## src/rtl/md_pkg.sv

```systemverilog
// Shared definitions for the multiply/divide sequencer: op bit positions,
// FSM state encoding and cycle constants.
package md_pkg;

  localparam int OP_W = 8;

  localparam int OP_MULT  = 0;
  localparam int OP_MULTU = 1;
  localparam int OP_DIV   = 2;
  localparam int OP_DIVU  = 3;
  localparam int OP_MFHI  = 4;
  localparam int OP_MFLO  = 5;
  localparam int OP_MTHI  = 6;
  localparam int OP_MTLO  = 7;

  localparam int DIV_STEPS  = 32;
  localparam int DIV_CYCLES = DIV_STEPS + 1;
  localparam int CNT_W      = 6;

  typedef enum logic [1:0] {
    ST_IDLE,
    ST_MUL,
    ST_DIV
  } md_state_e;

endpackage

```

## src/rtl/md_div_iter.sv

```systemverilog
// Iterative restoring divider: one quotient bit per cycle on magnitudes,
// sign correction applied combinationally once all steps are done.
module md_div_iter
  import md_pkg::*;
(
  input  logic        clk,
  input  logic        rst,
  input  logic        start,
  input  logic        kill,
  input  logic [31:0] dividend,
  input  logic [31:0] divisor,
  input  logic        is_signed,
  output logic        done,
  output logic [31:0] quotient,
  output logic [31:0] remainder
);

  logic             busy_q, busy_d;
  logic [CNT_W-1:0] cnt_q, cnt_d;
  logic [31:0]      rem_q, rem_d;
  logic [31:0]      quo_q, quo_d;
  logic [31:0]      dvs_q, dvs_d;
  logic             neg_quo_q, neg_quo_d;
  logic             neg_rem_q, neg_rem_d;
  logic [32:0]      trial;

  // NOTE: every always_comb output gets a default first so no path leaves it unassigned (no latch).
  always_comb begin
    busy_d    = busy_q;
    cnt_d     = cnt_q;
    rem_d     = rem_q;
    quo_d     = quo_q;
    dvs_d     = dvs_q;
    neg_quo_d = neg_quo_q;
    neg_rem_d = neg_rem_q;
    trial     = {rem_q, quo_q[31]} - {1'b0, dvs_q};

    if (kill) begin
      busy_d = 1'b0;
    end else if (start) begin
      busy_d    = 1'b1;
      cnt_d     = '0;
      rem_d     = '0;
      quo_d     = (is_signed && dividend[31]) ? -dividend : dividend;
      dvs_d     = (is_signed && divisor[31])  ? -divisor  : divisor;
      neg_quo_d = is_signed & (dividend[31] ^ divisor[31]);
      neg_rem_d = is_signed & dividend[31];
    end else if (busy_q) begin
      if (cnt_q != CNT_W'(DIV_STEPS)) begin
        // A set borrow bit means the trial subtraction went negative: restore.
        rem_d = trial[32] ? {rem_q[30:0], quo_q[31]} : trial[31:0];
        quo_d = {quo_q[30:0], ~trial[32]};
        cnt_d = cnt_q + 1'b1;
      end else begin
        busy_d = 1'b0;
      end
    end
  end

  assign done      = busy_q && (cnt_q == CNT_W'(DIV_STEPS));
  assign quotient  = neg_quo_q ? -quo_q : quo_q;
  assign remainder = neg_rem_q ? -rem_q : rem_q;

  // NOTE: sequential state uses non-blocking assignments so every flop samples pre-edge values.
  always_ff @(posedge clk or posedge rst) begin
    if (rst) begin
      busy_q <= 1'b0;
      cnt_q  <= '0;
    end else begin
      busy_q <= busy_d;
      cnt_q  <= cnt_d;
    end
  end

  // NOTE: datapath registers are not reset; busy_q guards every use of them.
  always_ff @(posedge clk) begin
    rem_q     <= rem_d;
    quo_q     <= quo_d;
    dvs_q     <= dvs_d;
    neg_quo_q <= neg_quo_d;
    neg_rem_q <= neg_rem_d;
  end

endmodule

```

## src/rtl/md_ctrl.sv

```systemverilog
// HI/LO owner beside EXE: sequences MULT/MULTU over a fixed window and
// DIV/DIVU through md_div_iter, back-pressuring EXE while busy.
module md_ctrl
  import md_pkg::*;
#(
  parameter int MUL_CYCLES = 2
) (
  input  logic            clk,
  input  logic            rst,
  input  logic            md_valid_in,
  input  logic [OP_W-1:0] md_op_in,
  input  logic [31:0]     md_src1_in,
  input  logic [31:0]     md_src2_in,
  input  logic            flush_in,
  output logic            md_allowin_out,
  output logic            md_busy_out,
  output logic [31:0]     md_rdata_out,
  output logic            md_done_out,
  output logic [31:0]     hi_out,
  output logic [31:0]     lo_out
);

  md_state_e        state_q, state_d;
  logic [CNT_W-1:0] cnt_q, cnt_d;
  logic [31:0]      hi_q, hi_d, lo_q, lo_d;
  logic [31:0]      src1_q, src1_d, src2_q, src2_d;
  logic             mul_signed_q, mul_signed_d;
  logic             done_q, done_d;
  logic             busy_q, busy_d;
  logic             transfer, div_start, div_done;
  logic [31:0]      div_quo, div_rem;
  logic [63:0]      mul_a, mul_b, prod;

  assign md_allowin_out = (state_q == ST_IDLE);
  assign transfer  = md_valid_in & md_allowin_out & (|md_op_in) & ~flush_in;
  assign div_start = transfer & (md_op_in[OP_DIV] | md_op_in[OP_DIVU]);

  // Sign-extending to 64 bits makes the low 64 product bits right for both forms.
  assign mul_a = {{32{mul_signed_q & src1_q[31]}}, src1_q};
  assign mul_b = {{32{mul_signed_q & src2_q[31]}}, src2_q};
  assign prod  = mul_a * mul_b;

  md_div_iter u_div (
    .clk       (clk),
    .rst       (rst),
    .start     (div_start),
    .kill      (flush_in),
    .dividend  (md_src1_in),
    .divisor   (md_src2_in),
    .is_signed (md_op_in[OP_DIV]),
    .done      (div_done),
    .quotient  (div_quo),
    .remainder (div_rem)
  );

  always_comb begin
    state_d      = state_q;
    cnt_d        = cnt_q;
    hi_d         = hi_q;
    lo_d         = lo_q;
    src1_d       = src1_q;
    src2_d       = src2_q;
    mul_signed_d = mul_signed_q;
    done_d       = 1'b0;

    unique case (state_q)
      ST_IDLE: begin
        if (transfer) begin
          if (md_op_in[OP_MULT] || md_op_in[OP_MULTU]) begin
            src1_d       = md_src1_in;
            src2_d       = md_src2_in;
            mul_signed_d = md_op_in[OP_MULT];
            cnt_d        = CNT_W'(MUL_CYCLES - 1);
            state_d      = ST_MUL;
          end else if (div_start) begin
            cnt_d   = CNT_W'(DIV_STEPS);
            state_d = ST_DIV;
          end
          if (md_op_in[OP_MTHI]) hi_d = md_src1_in;
          if (md_op_in[OP_MTLO]) lo_d = md_src1_in;
        end
      end
      ST_MUL: begin
        if (flush_in) begin
          state_d = ST_IDLE;
        end else if (cnt_q == '0) begin
          hi_d    = prod[63:32];
          lo_d    = prod[31:0];
          done_d  = 1'b1;
          state_d = ST_IDLE;
        end else begin
          cnt_d = cnt_q - 1'b1;
        end
      end
      ST_DIV: begin
        if (flush_in) begin
          state_d = ST_IDLE;
        end else if (div_done) begin
          hi_d    = div_rem;
          lo_d    = div_quo;
          done_d  = 1'b1;
          state_d = ST_IDLE;
        end else begin
          cnt_d = cnt_q - 1'b1;
        end
      end
      default: state_d = ST_IDLE;
    endcase

    busy_d = (state_d != ST_IDLE);
  end

  always_comb begin
    md_rdata_out = '0;
    if (md_valid_in && state_q == ST_IDLE) begin
      if (md_op_in[OP_MFHI])      md_rdata_out = hi_q;
      else if (md_op_in[OP_MFLO]) md_rdata_out = lo_q;
    end
  end

  always_ff @(posedge clk or posedge rst) begin
    if (rst) begin
      state_q <= ST_IDLE;
      cnt_q   <= '0;
      hi_q    <= '0;
      lo_q    <= '0;
      done_q  <= 1'b0;
      busy_q  <= 1'b0;
    end else begin
      state_q <= state_d;
      cnt_q   <= cnt_d;
      hi_q    <= hi_d;
      lo_q    <= lo_d;
      done_q  <= done_d;
      busy_q  <= busy_d;
    end
  end

  always_ff @(posedge clk) begin
    src1_q       <= src1_d;
    src2_q       <= src2_d;
    mul_signed_q <= mul_signed_d;
  end

  assign md_busy_out = busy_q;
  assign md_done_out = done_q;
  assign hi_out      = hi_q;
  assign lo_out      = lo_q;

endmodule

```

## config.mk

```make
export PLATFORM = sky130hd
export DESIGN_NAME = md_ctrl
export DESIGN_NICKNAME = d
export VERILOG_FILES = /design/src/rtl/md_pkg.sv /design/src/rtl/md_div_iter.sv /design/src/rtl/md_ctrl.sv
export SDC_FILE = /design/constraint.sdc
export NUM_CORES = 2
export LEC_CHECK = 0
export ABC_AREA = 0
export BUFFER_PORTS_ARGS = -buffer_cell sky130_fd_sc_hd__buf_2
export CORE_ASPECT_RATIO = 2
export CORE_UTILIZATION = 50
export DETAILED_ROUTE_END_ITERATION = 8
export HOLD_SLACK_MARGIN = 0.05
export PLACE_DENSITY = 0.75
export SLEW_MARGIN = 20
export SYNTH_ARGS = -nofsm -noshare
export SYNTH_HDL_FRONTEND = slang
export SYNTH_SLANG_ARGS = --single-unit
```

## constraint.sdc

```tcl
create_clock -name clk -period 8.55 [get_ports clk]
set_clock_uncertainty 0.2 [all_clocks]
set_input_delay 0.4275 -clock clk [delete_from_list [all_inputs] [get_ports clk]]
set_output_delay 0.4275 -clock clk [all_outputs]
set_load 0.1 [all_outputs]
```

==> metrics.csv <==
stage,metric,value,unit
yosys,Synthesis Warnings,0,
global_route,total track usage,31.5,%
yosys,area share of xor/xnor cells in the synthesized design,3.55,%
yosys,largest family of logic cells by synthesized area,adder cells,
global_route,first-pass GRT wire length,257000,microns
placement,PortBufs,174,
clock_tree,number of CTS-inserted buffers,23,
yosys,post-synthesis compound-gate area fraction,8.27,%
yosys,#FFs+latches synth,244,
yosys,syn_nets,7254,
yosys,Gate Count Post-Synth,5797,
sta,final setup fails,0,
drt,Routed WL,163000,microns
finish,share of layout cells above drive strength 1,8.45,%
drt,drt first pass iters,6,
global_route,pin count of the biggest net entering global routing,95,
yosys,Adder-Cell Fraction of Synth Area,48.6,%
clock_tree,root buf cell,clkbuf_16,
finish,Layout Nets,7403,
yosys,"Primary FF master, synth",edfxtp_1,
drt,WL per Instance,22.3,microns
clock_tree,CTS tree,done,
yosys,Synth top area share,42.5,%
outcome,outcome,"finished, final reports clean",
finish,Layout area overhead,9.41,%
floorplan,row count,168,
sta,Slew @ Worst Pin,0.970,ns
critical_path,crit end category,flip-flop,
clock_tree,Worst-path clk slew,0.08,ns
yosys,mux cell area share after synthesis,0.172,%
clock_tree,clk buf depth,3,
critical_path,crit path launch type,flip-flop,
critical_path,kind of critical path,reg -> reg,
yosys,sequential element share of the synthesized area,13.1,%
yosys,Synth area leaders,"fa_1 43%, edfxtp_1 9.2%, inv_1 8.5%",
clock_tree,H-tree depth,1,
yosys,Synth area leader,fa_1,
placement,Inst Count DP,7213,
critical_path,worst-path fanout max,16,
hold_path,Hold Path Class,in -> reg,
sta,minimum clock period,8.36,ns
floorplan,Die Span X,232,microns
floorplan,Placeable Area,105000,sq um
drt,Residual DRC,0,
sta,fmax,120,MHz
placement,HPWL Detailed,136000,microns
sta,Max-slew headroom,35.4,%
drt,post-route antenna net violation count,0,
clock_tree,CTS sink cnt,244,
placement,GPL Wtd Cong,0.982,
sta,RSZ-0062 raised after global routing,false,
drt,via count of the routed design,42589,
global_route,antenna violations before repair,14,
floorplan,Initial Utilization,50.5,%
critical_path,WP data required,8.85,ns
drt,vias per inst,5.81,
finish,Non-Filler Instances,7336,
global_route,GRT overflow,0,
sta,total negative slack,0,ns
flow_run,Max-Cap Viols,0,
yosys,most frequent cells after synthesis,"1206 x inv_1, 1126 x fa_1, 931 x nand2_1, 355 x and2_1, 291 x clkbuf_1",
sta,count of pins over their slew limit,0,
critical_path,data arrival time of the worst path,8.67,ns
drt,Iteration-0 DRC Markers,2763,
yosys,ys async rst share,33.2,%
floorplan,Die Ht,462,microns
yosys,number of synthesized flops with an enable pin,163,
floorplan,Die ar.,107000,sq um
yosys,Mapped Avg Cell Area,9.14,sq um
sta,period utilization,97.8,%
floorplan,I/O Pins,175,
yosys,Synth Cell Area,53000,sq um
sta,setup ws final,0.188,ns
yosys,number of distinct library cells after synthesis,100,
placement,dpl ws,-0.0327,ns
yosys,"count leader, synth",inv_1,
sta,final hold violations,0,
yosys,post-synthesis simple-gate area fraction,15.5,%
clock_tree,clock latency on the worst-skew pair,0.59,ns
global_route,vias in the first global route,47105,
finish,fin util,55.3,%
[final cells by class]
type	count	area, sq um
tap	1360	1700
inverter	1208	4540
timing repair buffer	438	3550
clock buffer	26	597
antenna	13	32.5
clock inverter	16	199
fill	8970	46900
multi-input combinational	4031	40400
sequential	244	6920
[sequential cells by signal, indices dropped and copies added, names as in the netlist, 32 cells and up]
signal,flops
u_div.dvs_q,32
u_div.rem_q,32
hi_out,32
lo_out,32
u_div.quo_q,32
src2_q,32
src1_q,32
[placed cells by master, fill, tap and decap left out, types with 43 or more instances in the layout]
cell,Yosys,final
buf_4,5,157
dfrtp_1,81,81
xnor2_1,146,146
o21ai_0,165,159
nor2_1,214,213
o31ai_1,71,69
inv_1,1206,1203
nand3_1,56,56
fa_1,1126,1125
buf_12,0,43
nand2_1,931,928
a21oi_1,161,159
and2_1,355,355
xor2_1,69,68
dlygate4sd3_1,0,61
buf_2,10,175
edfxtp_1,163,163
ha_1,255,249
[path summary, 6_finish.rpt]
| check | to | slack (ns) | cells after the start | from |
|---|---|---|---|---|
| setup / recovery | hi_out[14] | 0.19 | 25 | src1_q[21] |
| min in group asynchronous | md_busy_out | 0.15 | 3 | rst |
| setup reg to reg | hi_out[14] | 0.19 | 25 | src1_q[21] |
| max in group asynchronous | lo_out[1] | 6.72 | 4 | rst |
| hold reg to reg | cnt_q[4] | 0.29 | 1 | cnt_q[4] |
| hold / removal | src1_q[12] | 0.08 | 1 | md_src1_in[12] |
[timing repair]
item	4_1_cts	5_1_grt
setup buffers	2	4
hold buffers	61	0
setup endpoints to repair	2	20
gates resized for setup	1	21
hold endpoints to repair	97	0
[stage by stage]
step	hold slack (ns)	area [sq um]
after floorplan	0.236	53000
after global placement	0.195	56400
after detailed placement	0.199	56400
after CTS	0.0504	57800
after global routing	0.0676	57900
final	0.0760	58000
[worst max-delay path, cell delays in order, from the launching register on]
cell      delay, ns
edfxtp_1       0.41
buf_4          0.27
buf_4          0.30
nand2_1        0.12
fa_1           0.53
fa_1           0.53
inv_1          0.05
fa_1           0.49
fa_1           0.52
fa_1           0.63
fa_1           0.46
fa_1           0.49
inv_1          0.05
fa_1           0.51
inv_1          0.05
ha_1           0.29
nand2_1        0.10
buf_4          0.15
or3_1          0.35
or3_1          0.36
o21ba_2        0.25
buf_12         0.13
a22oi_4        0.22
xor2_1         0.44
a221oi_1       0.18
a21oi_1        0.16
[per-layer routing]
metal | vias up | share of wire (%) | track usage, %
met5 | - | 0.059 | 0
met4 | 10 | 9.8 | 26.2
met3 | 862 | 6.9 | 5.33
met2 | 2077 | 53 | 57.1
met1 | 21663 | 30 | 30.5
li1 | 17977 | - | -
[logic make-up after synthesis]
| logic type | after synthesis |
|---|---|
| flops | 244 |
| xor+xnor | 215 |
| mux | 9 |
| buf+inv | 1522 |
| fa+ha+maj | 1381 |
| compound gates | 653 |
| simple gates | 1773 |
Power is left out: the tool's default activity adds up to more than one toggle a clock period on the data nets, which glitch-free logic cannot reach.
